[config.mk]
export PLATFORM = sky130hd
export DESIGN_NAME = sine_osc_ctrl
export DESIGN_NICKNAME = d
export VERILOG_FILES = /design/src/rtl/sine_osc_ctrl.sv
export SDC_FILE = /design/constraint.sdc
export NUM_CORES = 1
export LEC_CHECK = 0
export ABC_AREA = 1
export BUFFER_PORTS_ARGS = -buffer_cell sky130_fd_sc_hd__buf_2
export CAP_MARGIN = 20
export CORE_MARGIN = 4
export CORE_UTILIZATION = 55
export DETAILED_ROUTE_END_ITERATION = 6
export PLACE_DENSITY_LB_ADDON = 0.1
export SLEW_MARGIN = 20
export SYNTH_ARGS = -nofsm -noshare
export SYNTH_HDL_FRONTEND = slang
export SYNTH_SLANG_ARGS = --single-unit
[constraint.sdc]
create_clock -name clk -period 6.6 [get_ports clk]
set_clock_uncertainty 0.05 [all_clocks]
set_input_delay 0.66 -clock clk [delete_from_list [all_inputs] [get_ports clk]]
set_output_delay 0.66 -clock clk [all_outputs]
set_load 0.01 [all_outputs]
[src/rtl/sine_osc_ctrl.sv]
// -----------------------------------------------------------------------------
// sine_osc_ctrl
//   Sequencer for a coupled-recurrence sine oscillator
//   (sin += cos>>>6, cos -= sin>>>6). Accepts a run configuration, seeds the
//   oscillator, paces it with step enables, counts full periods at upward zero
//   crossings of sin, re-seeds when the cos amplitude has drifted, and ends a
//   run cleanly at a zero crossing.
//
// Ports
//   clk, rst_n          clock (rising edge), asynchronous active-low reset
//   cfg_valid/ready     configuration handshake (accepted only while idle)
//   cfg_div             osc_step every cfg_div+1 clocks
//   cfg_amp             seed for cos (sin seeded to 0), expected positive
//   cfg_periods         periods to run, 0 = run until stop
//   stop                level request to stop at the next upward crossing
//   sin_val, cos_val    current oscillator registers
//   osc_load, osc_seed  load oscillator (sin<=0, cos<=osc_seed)
//   osc_step            advance oscillator one iteration
//   busy, done          run in progress / one-cycle end-of-run pulse
//   period_cnt          periods completed this run (saturating)
//   reseed_cnt          drift re-seeds this run (saturating at 255)
// -----------------------------------------------------------------------------
module sine_osc_ctrl #(
  parameter int W     = 16,
  parameter int DIV_W = 16,
  parameter int CNT_W = 16,
  parameter int TOL   = 512
) (
  input  logic             clk,
  input  logic             rst_n,
  input  logic             cfg_valid,
  output logic             cfg_ready,
  input  logic [DIV_W-1:0] cfg_div,
  input  logic [W-1:0]     cfg_amp,
  input  logic [CNT_W-1:0] cfg_periods,
  input  logic             stop,
  input  logic [W-1:0]     sin_val,
  input  logic [W-1:0]     cos_val,
  output logic             osc_load,
  output logic [W-1:0]     osc_seed,
  output logic             osc_step,
  output logic             busy,
  output logic             done,
  output logic [CNT_W-1:0] period_cnt,
  output logic [7:0]       reseed_cnt
);

  typedef enum logic [1:0] {IDLE, SEED, RUN, STOPPING} state_t;

  localparam logic signed [W:0] TOL_S = (W+1)'(TOL);

  state_t           state_q, state_d;
  logic [DIV_W-1:0] div_q, div_d;
  logic [DIV_W-1:0] divcnt_q, divcnt_d;
  logic [W-1:0]     amp_q, amp_d;
  logic [CNT_W-1:0] periods_q, periods_d;
  logic [CNT_W-1:0] period_cnt_q, period_cnt_d;
  logic [7:0]       reseed_cnt_q, reseed_cnt_d;
  logic             chk_q, chk_d;
  logic             prev_neg_q, prev_neg_d;

  logic             running;
  logic             neg;
  logic             xup;
  logic             end_run;
  logic             drift;
  logic             step_due;
  logic [CNT_W-1:0] period_inc;
  logic signed [W:0] diff;
  logic signed [W:0] diff_abs;

  assign running    = (state_q == RUN) || (state_q == STOPPING);
  assign neg        = $signed(sin_val) < 0;
  // sin_val is only meaningful the cycle after a step (chk_q).
  assign xup        = running && chk_q && prev_neg_q && !neg;
  assign period_inc = (&period_cnt_q) ? period_cnt_q : period_cnt_q + 1'b1;

  // Drift measured one bit wider than the samples so the difference of two
  // full-range values cannot wrap.
  assign diff     = $signed({cos_val[W-1], cos_val}) - $signed({amp_q[W-1], amp_q});
  assign diff_abs = diff[W] ? -diff : diff;
  assign drift    = diff_abs > TOL_S;

  // A crossing ends the run when stopping was already requested, when stop is
  // raised in that very cycle, or when the requested period count is reached.
  assign end_run  = xup && ((state_q == STOPPING) || stop ||
                            ((periods_q != '0) && (period_inc == periods_q)));
  assign step_due = running && (divcnt_q == div_q);

  always_comb begin
    state_d      = state_q;
    div_d        = div_q;
    amp_d        = amp_q;
    periods_d    = periods_q;
    period_cnt_d = period_cnt_q;
    reseed_cnt_d = reseed_cnt_q;
    divcnt_d     = divcnt_q;
    prev_neg_d   = prev_neg_q;
    chk_d        = 1'b0;
    cfg_ready    = 1'b0;
    osc_load     = 1'b0;
    osc_seed     = '0;
    osc_step     = 1'b0;
    done         = 1'b0;

    case (state_q)
      IDLE: begin
        cfg_ready = 1'b1;
        if (cfg_valid) begin
          div_d        = cfg_div;
          amp_d        = cfg_amp;
          periods_d    = cfg_periods;
          period_cnt_d = '0;
          reseed_cnt_d = '0;
          divcnt_d     = '0;
          state_d      = SEED;
        end
      end
      SEED: begin
        osc_load   = 1'b1;
        osc_seed   = amp_q;
        prev_neg_d = 1'b0;
        divcnt_d   = '0;
        state_d    = RUN;
      end
      RUN, STOPPING: begin
        // No step on the closing cycle so the oscillator rests at the crossing.
        osc_step = step_due && !end_run;
        divcnt_d = step_due ? '0 : divcnt_q + 1'b1;
        chk_d    = osc_step;
        if (chk_q) begin
          prev_neg_d = neg;
        end
        if (xup) begin
          period_cnt_d = period_inc;
        end
        if (end_run) begin
          done    = 1'b1;
          state_d = IDLE;
        end else if (xup && drift) begin
          reseed_cnt_d = (&reseed_cnt_q) ? reseed_cnt_q : reseed_cnt_q + 1'b1;
          state_d      = SEED;
        end else if ((state_q == RUN) && stop) begin
          state_d = STOPPING;
        end
      end
      default: state_d = IDLE;
    endcase
  end

  always_ff @(posedge clk or negedge rst_n) begin
    if (!rst_n) begin
      state_q      <= IDLE;
      div_q        <= '0;
      divcnt_q     <= '0;
      amp_q        <= '0;
      periods_q    <= '0;
      period_cnt_q <= '0;
      reseed_cnt_q <= '0;
      chk_q        <= 1'b0;
      prev_neg_q   <= 1'b0;
    end else begin
      state_q      <= state_d;
      div_q        <= div_d;
      divcnt_q     <= divcnt_d;
      amp_q        <= amp_d;
      periods_q    <= periods_d;
      period_cnt_q <= period_cnt_d;
      reseed_cnt_q <= reseed_cnt_d;
      chk_q        <= chk_d;
      prev_neg_q   <= prev_neg_d;
    end
  end

  assign busy       = (state_q != IDLE);
  assign period_cnt = period_cnt_q;
  assign reseed_cnt = reseed_cnt_q;

endmodule

# After elaboration in Yosys (flattened, before gate mapping)

Index checks and enable logic that the tools add are counted.
Widths: inputs -> output; s select.

$add $sub $neg: 5
Magnitude comparators: 2
Eq/ne operators: 12
Muxes and demuxes: 25
Reduce and logical (&&, ||, !) cells: 27

Operators by type and width:

| cell                  | count |
|---|---|
| $mux 16               | 5 |
| $pmux 16 s3           | 1 |
| $add 16x1->16 const B | 2 |
| $eq 16x16->1          | 2 |
| $mux 8                | 4 |
| $pmux 16 s2           | 1 |
| $gt 17x11->1 const B  | 1 |
| $mux 17               | 1 |
| $neg 17->17           | 1 |
| $sub 16x16->17        | 1 |
| $lt 16x1->1 const B   | 1 |
| $pmux 8 s2            | 1 |
| $reduce_and 16->1     | 1 |
| $reduce_bool 16->1    | 1 |
| $ne 2x2->1 const B    | 6 |
| $logic_and 1x1->1     | 9 |
| $add 8x1->8 const B   | 1 |
| $mux 2                | 4 |
| $reduce_and 8->1      | 1 |
| $mux 1                | 6 |
| $pmux 2 s3            | 1 |
| $reduce_and 2->1      | 3 |
| $reduce_bool 2->1     | 3 |
| $reduce_and 5->1      | 1 |
| 9 further kinds       | 13 |

Bits in registers: 92
Input port bits: 84
Output and inout bits: 45
Word-level logic and storage cells: 80

# Depth between registers and ports, before layout

Depth after elaboration: 9
Depth in mapped cells: 25
Gate-level depth less buffers: 24

# Worst setup path before layout

OpenSTA, ideal clock, no wires.

Path type: input-to-reg
Start point: in cos_val[0]
End point: reg reseed_cnt_q[2] (netlist: reseed_cnt[2])
Arrival: 2.890 ns
Data required time: 6.485 ns
Setup slack: 3.595 ns
Cell stages on the path: 25
Path buffers: 1
Cells stage by stage: inv_1 > ha_1 > fa_1 > inv_1 > nand3_1 > nand2_1 > nand2_1 > nand2_1 > nand2_1 > nand2_1 > nand2_1 > nand2_2 > inv_4 > buf_6 > nand2_1 > nand2_1 > a21oi_2 > nand3_1 > nand2_1 > nand3_2 > nand2_2 > nand2_4 > nand2_4 > nand2_1 > nand2_1

Word-level cells in the longest chain between the ends: 7

Ends and longest elaborated chain:

| item                                | RTL line | RTL |
|---|---|---|
| from (decl)                         | 38       | `input logic [W-1:0] cos_val,` |
| $sub 16x16->17 *                    | 80       | `assign diff = $signed({cos_val[W-1], cos_val}) - $signed({amp_q[W-1], amp_q});` |
| $neg 17->17                         | 81       | `assign diff_abs = diff[W] ? -diff : diff;` |
| $mux 17 *                           | 81       |  |
| $gt 17x11->1 *                      | 82       | `assign drift = diff_abs > TOL_S;` |
| $logic_and 1x1->1 *                 | 140      | `end else if (xup && drift) begin` |
| $ne 2x2->1 (no source line) *       | --       |  |
| $reduce_and 5->1 (no source line) * | --       |  |
| to (signal assigned)                | 169      | `reseed_cnt_q <= reseed_cnt_d;` |
| to (decl)                           | 58       | `logic [7:0] reseed_cnt_q, reseed_cnt_d;` |

Mark *: on every way between the ends. The rest lies on a longest branch, timed or not.
A chain may end at the register's enable or synchronous reset.

# Final worst setup path

Start point: reg period_cnt_q[0] (netlist: period_cnt[0])
End point: out osc_step

Word-level cells in the longest chain between the ends: 9
Elaborated cells on any way between the ends: 10
Classes of those cells: add/sub: 1; eq/ne: 1; mux: 2; reduce/logical: 6

Ends and longest elaborated chain:

| item                                                      | RTL line | RTL |
|---|---|---|
| from (decl)                                               | 57       | `logic [CNT_W-1:0] period_cnt_q, period_cnt_d;` |
| from (signal assigned)                                    | 168      | `period_cnt_q <= period_cnt_d;` |
| $add 16x1->16 / $reduce_and 16->1 (equally long branches) | 76       | `assign period_inc = (&period_cnt_q) ? period_cnt_q : period_cnt_q + 1'b1;` |
| $mux 16 *                                                 | 76       |  |
| $eq 16x16->1 *                                            | 87       | `((periods_q != '0) && (period_inc == periods_q)));` |
| $logic_and 1x1->1 *                                       | 87       |  |
| $logic_or 1x1->1 *                                        | 86       | `assign end_run = xup && ((state_q == STOPPING) \|\| stop \|\|` |
| $logic_and 1x1->1 *                                       | 86       |  |
| $logic_not 1->1 *                                         | 128      | `osc_step = step_due && !end_run;` |
| $logic_and 1x1->1 *                                       | 128      |  |
| $mux 1 *                                                  | 106      | `case (state_q)` |
| to (decl)                                                 | 41       | `output logic osc_step,` |

Marks and branches as above.

==> results.ini <==
[run_status]
status=finished clean

[floorplanning]
die_area_um2=13700
initial_core_util=0.566
fp.dieW_um=117
die_y_um=117
core_area_um2=11500
io_pins=129
rows=39

[final_layout]
fill_cells=1073
final-seq-area_um2=2300
diodes=0
area_growth_pct=15.1
multi_input_area_um2=3630
layout.nets=1135
drive_gt1_frac=0.188

[sta]
slew_headroom=0.434
worst_slew_pin_slew_ns=0.849
hold_viol=0
rsz0062_at_grt=false
fin_tns_setup_ns=0
fin_crit_sh=0.580
whs_ns=0.0890
drv_slew=0
max_freq_ghz=0.261
finalSetupViolations=0
period_minus_slack_ns=3.83

[global_routing]
grt.total_usage=0.236
grt_max_degree=84
overflow=0
grt_pass1_vias=5491
grt_pass1_wl_um=25900
grt_antenna_before_repair=1

[synthesis]
synth_cell_type_count=43
synth_top_cell_by_area=dfrtp_1
yosysWarnings=0
syn_avg_cell_area_um2=7.09
netlist_top_cells_area=dfrtp_1 (35%), nand2_1 (14%), inv_1 (7.2%), nor2_1 (5.9%), nand3_1 (5.5%)
synth_nets=1024
netlist_area_um2=6520
synth_flop_cell=dfrtp_1
netlist_instances=919
ys_ff_latch=92
synth-edff-count=0
synth_seq_area_share=0.353
async_reset_ff_frac=1.00
yosysTopAreaCellShare=0.353

[cts]
post_cts_buffers=0
clk_pin_slew_worst_paths_ns=0.06
clock_sinks=92
hold_buffers=0
numCtsBuffers=9
postCtsResizedCells=0
htreeDepth=3
root_buffer=clkbuf_16
clockBufferDepth=2
clk-insertion-delay-late_ns=0.34
cts_tree=done

[worst_setup_path]
r2r_end=reseed_cnt[3]
start_kind=flip-flop
r2r_start=amp_q[0]
crit_required_ns=5.89
endpoint_kind=output pin
worst-setup-path-type=flip-flop to output pin
cp_max_fo=22
crit_arrival_ns=3.12
rr_worst_depth=23
reg2reg_slack_ns=3.48

[power]
p_comb_frac=0.096
p_int_mw=0.908
max-vdd-ir-drop_uv=171
seqPwrFrac=0.474
leakage_nw=4.26
switchingPower_mw=0.299
switching_share=0.248
clkPwrFrac=0.430
power.total_mw=1.21
powerDensity_nw_per_um2=161

[detailed_routing]
wl_um=15900
wl_per_cell_um=13.5
vias_per_cell=5.17
drt_iter0_drc=443
ant_nets=0
vias=6086
drc=0
dr.pass1.iters=5

[placed_design]
dp_hpwl_um=12300
numPortBuffers=113
gp_congestion=0.874

[hold_path]
worstHoldPathType=input port to asynchronous set/reset pin

[run]
maxCapViolations=0

## cell type report
cell class	count	share of cell area
Sequential cell	92	0.307
Clock inverter	5	0.00800
Inverter	134	0.0674
Timing Repair Buffer	116	0.0792
Multi-Input combinational cell	677	0.484
Clock buffer	11	0.0310
Tap cell	143	0.0238
## power groups by stage
stage / Sequential [mW] / Clock, mW / Combinational [mW]
after detailed placement: 0.583 / 0 / 0.116
after global placement: 0.583 / 0 / 0.114
after CTS: 0.572 / 0.530 / 0.116
final: 0.572 / 0.519 / 0.116
after floorplan: 0.584 / 0 / 0.0656
after global routing: 0.573 / 0.547 / 0.133
## layer usage
metal | wire length (µm) | track usage
met1 | 7350 | 0.330
met2 | 7670 | 0.392
met3 | 802 | 0.0416
met4 | 94 | 0.0420
met5 | 13 | 0
## cell families after synthesis
logic type	share of synthesized area
compound gates	0.0816
xor+xnor	0.0511
fa+ha+maj	0.0415
buf+inv	0.0904
flops	0.353
mux	0.0397
simple gates	0.343
## cells in the mapped netlist (2+ instances only)
master    number
o31ai_1        2
nor4_1         7
clkbuf_1      10
o21ai_0       29
nand2_2       12
mux2_2        23
nand3_1       72
o21ai_1        2
xnor2_1        7
nor3_1        12
nand4_1       15
and2_1         2
a21oi_2        2
nor3_2         6
xor2_1        31
buf_4          2
o22ai_1       11
o21bai_1       3
nand3b_1       6
nand2_4        2
ha_1          20
buf_6          2
nor2_1       103
dfrtp_1       92
a21oi_1       42
inv_2          4
nor2_4         4
nor2_2         4
inv_1        125
nand2_1      248
nand3_2        4
clkinv_1       4
## critical path, stage by stage, from the launching register on
cell	delay [ns]
dfrtp_1	0.45
ha_1	0.28
nand3_1	0.15
inv_2	0.11
nand4_2	0.47
nand2_1	0.32
xor2_1	0.18
nor2_1	0.06
nand3b_1	0.08
nor2_1	0.04
nand3_1	0.09
nand2_1	0.07
nand2_2	0.09
inv_1	0.09
nor2_1	0.14
buf_2	0.16
## registers in the layout, indices dropped and copies added, names as in the netlist
name and flops:
periods_q 16, prev_neg_q 1, state_q 2, chk_q 1
div_q 16, amp_q 16, divcnt_q 16, period_cnt 16
reseed_cnt 8
## worst max-delay path by stage
stage / from / to / slack [ns] / cells after the start
after detailed placement: cos_val[0] / reseed_cnt[3] / 3.07 / 25
final: period_cnt[0] / osc_step / 2.77 / 15
after global routing: period_cnt[0] / osc_step / 2.41 / 15
after global placement: cos_val[0] / reseed_cnt[6] / 3.12 / 25
after CTS: period_cnt[0] / osc_step / 2.75 / 15
after floorplan: cos_val[0] / reseed_cnt[2] / 3.60 / 25
## layout by cell type (no fill, tap or decap), types with 3 or more instances in the layout
master	netlist	routed
xor2_1	31	31
inv_1	125	125
clkinv_1	4	4
ha_1	20	20
nor2_1	103	103
nor3_1	12	12
nor3_2	6	6
o22ai_1	11	11
nand3_1	72	72
nand4_1	15	15
dfrtp_1	92	92
o21ai_0	29	29
nand2_1	248	247
nor2_4	4	4
buf_2	1	112
nand3b_1	6	6
buf_4	2	3
nand2_2	12	13
clkbuf_16	0	9
mux2_2	23	23
nor4_1	7	7
nor2_2	4	4
a21oi_1	42	42
nand3_2	4	4
inv_2	4	4
o21bai_1	3	3
xnor2_1	7	7
## metrics by stage
| stage | setup WS, ns | cell area [µm²] | util | instances |
|---|---|---|---|---|
| 6_report | 2.77 | 7500 | 0.652 | 1178 |
| 3_3_place_gp | 3.12 | 7210 | 0.626 | 1162 |
| 2_1_floorplan | 3.60 | 6520 | - | 919 |
| 5_1_grt | 2.41 | 7500 | 0.652 | 1178 |
| 4_1_cts | 2.75 | 7500 | 0.651 | 1178 |
| 3_5_place_dp | 3.07 | 7210 | 0.626 | 1162 |
No activity file was read; power rests on OpenSTA's default activity.
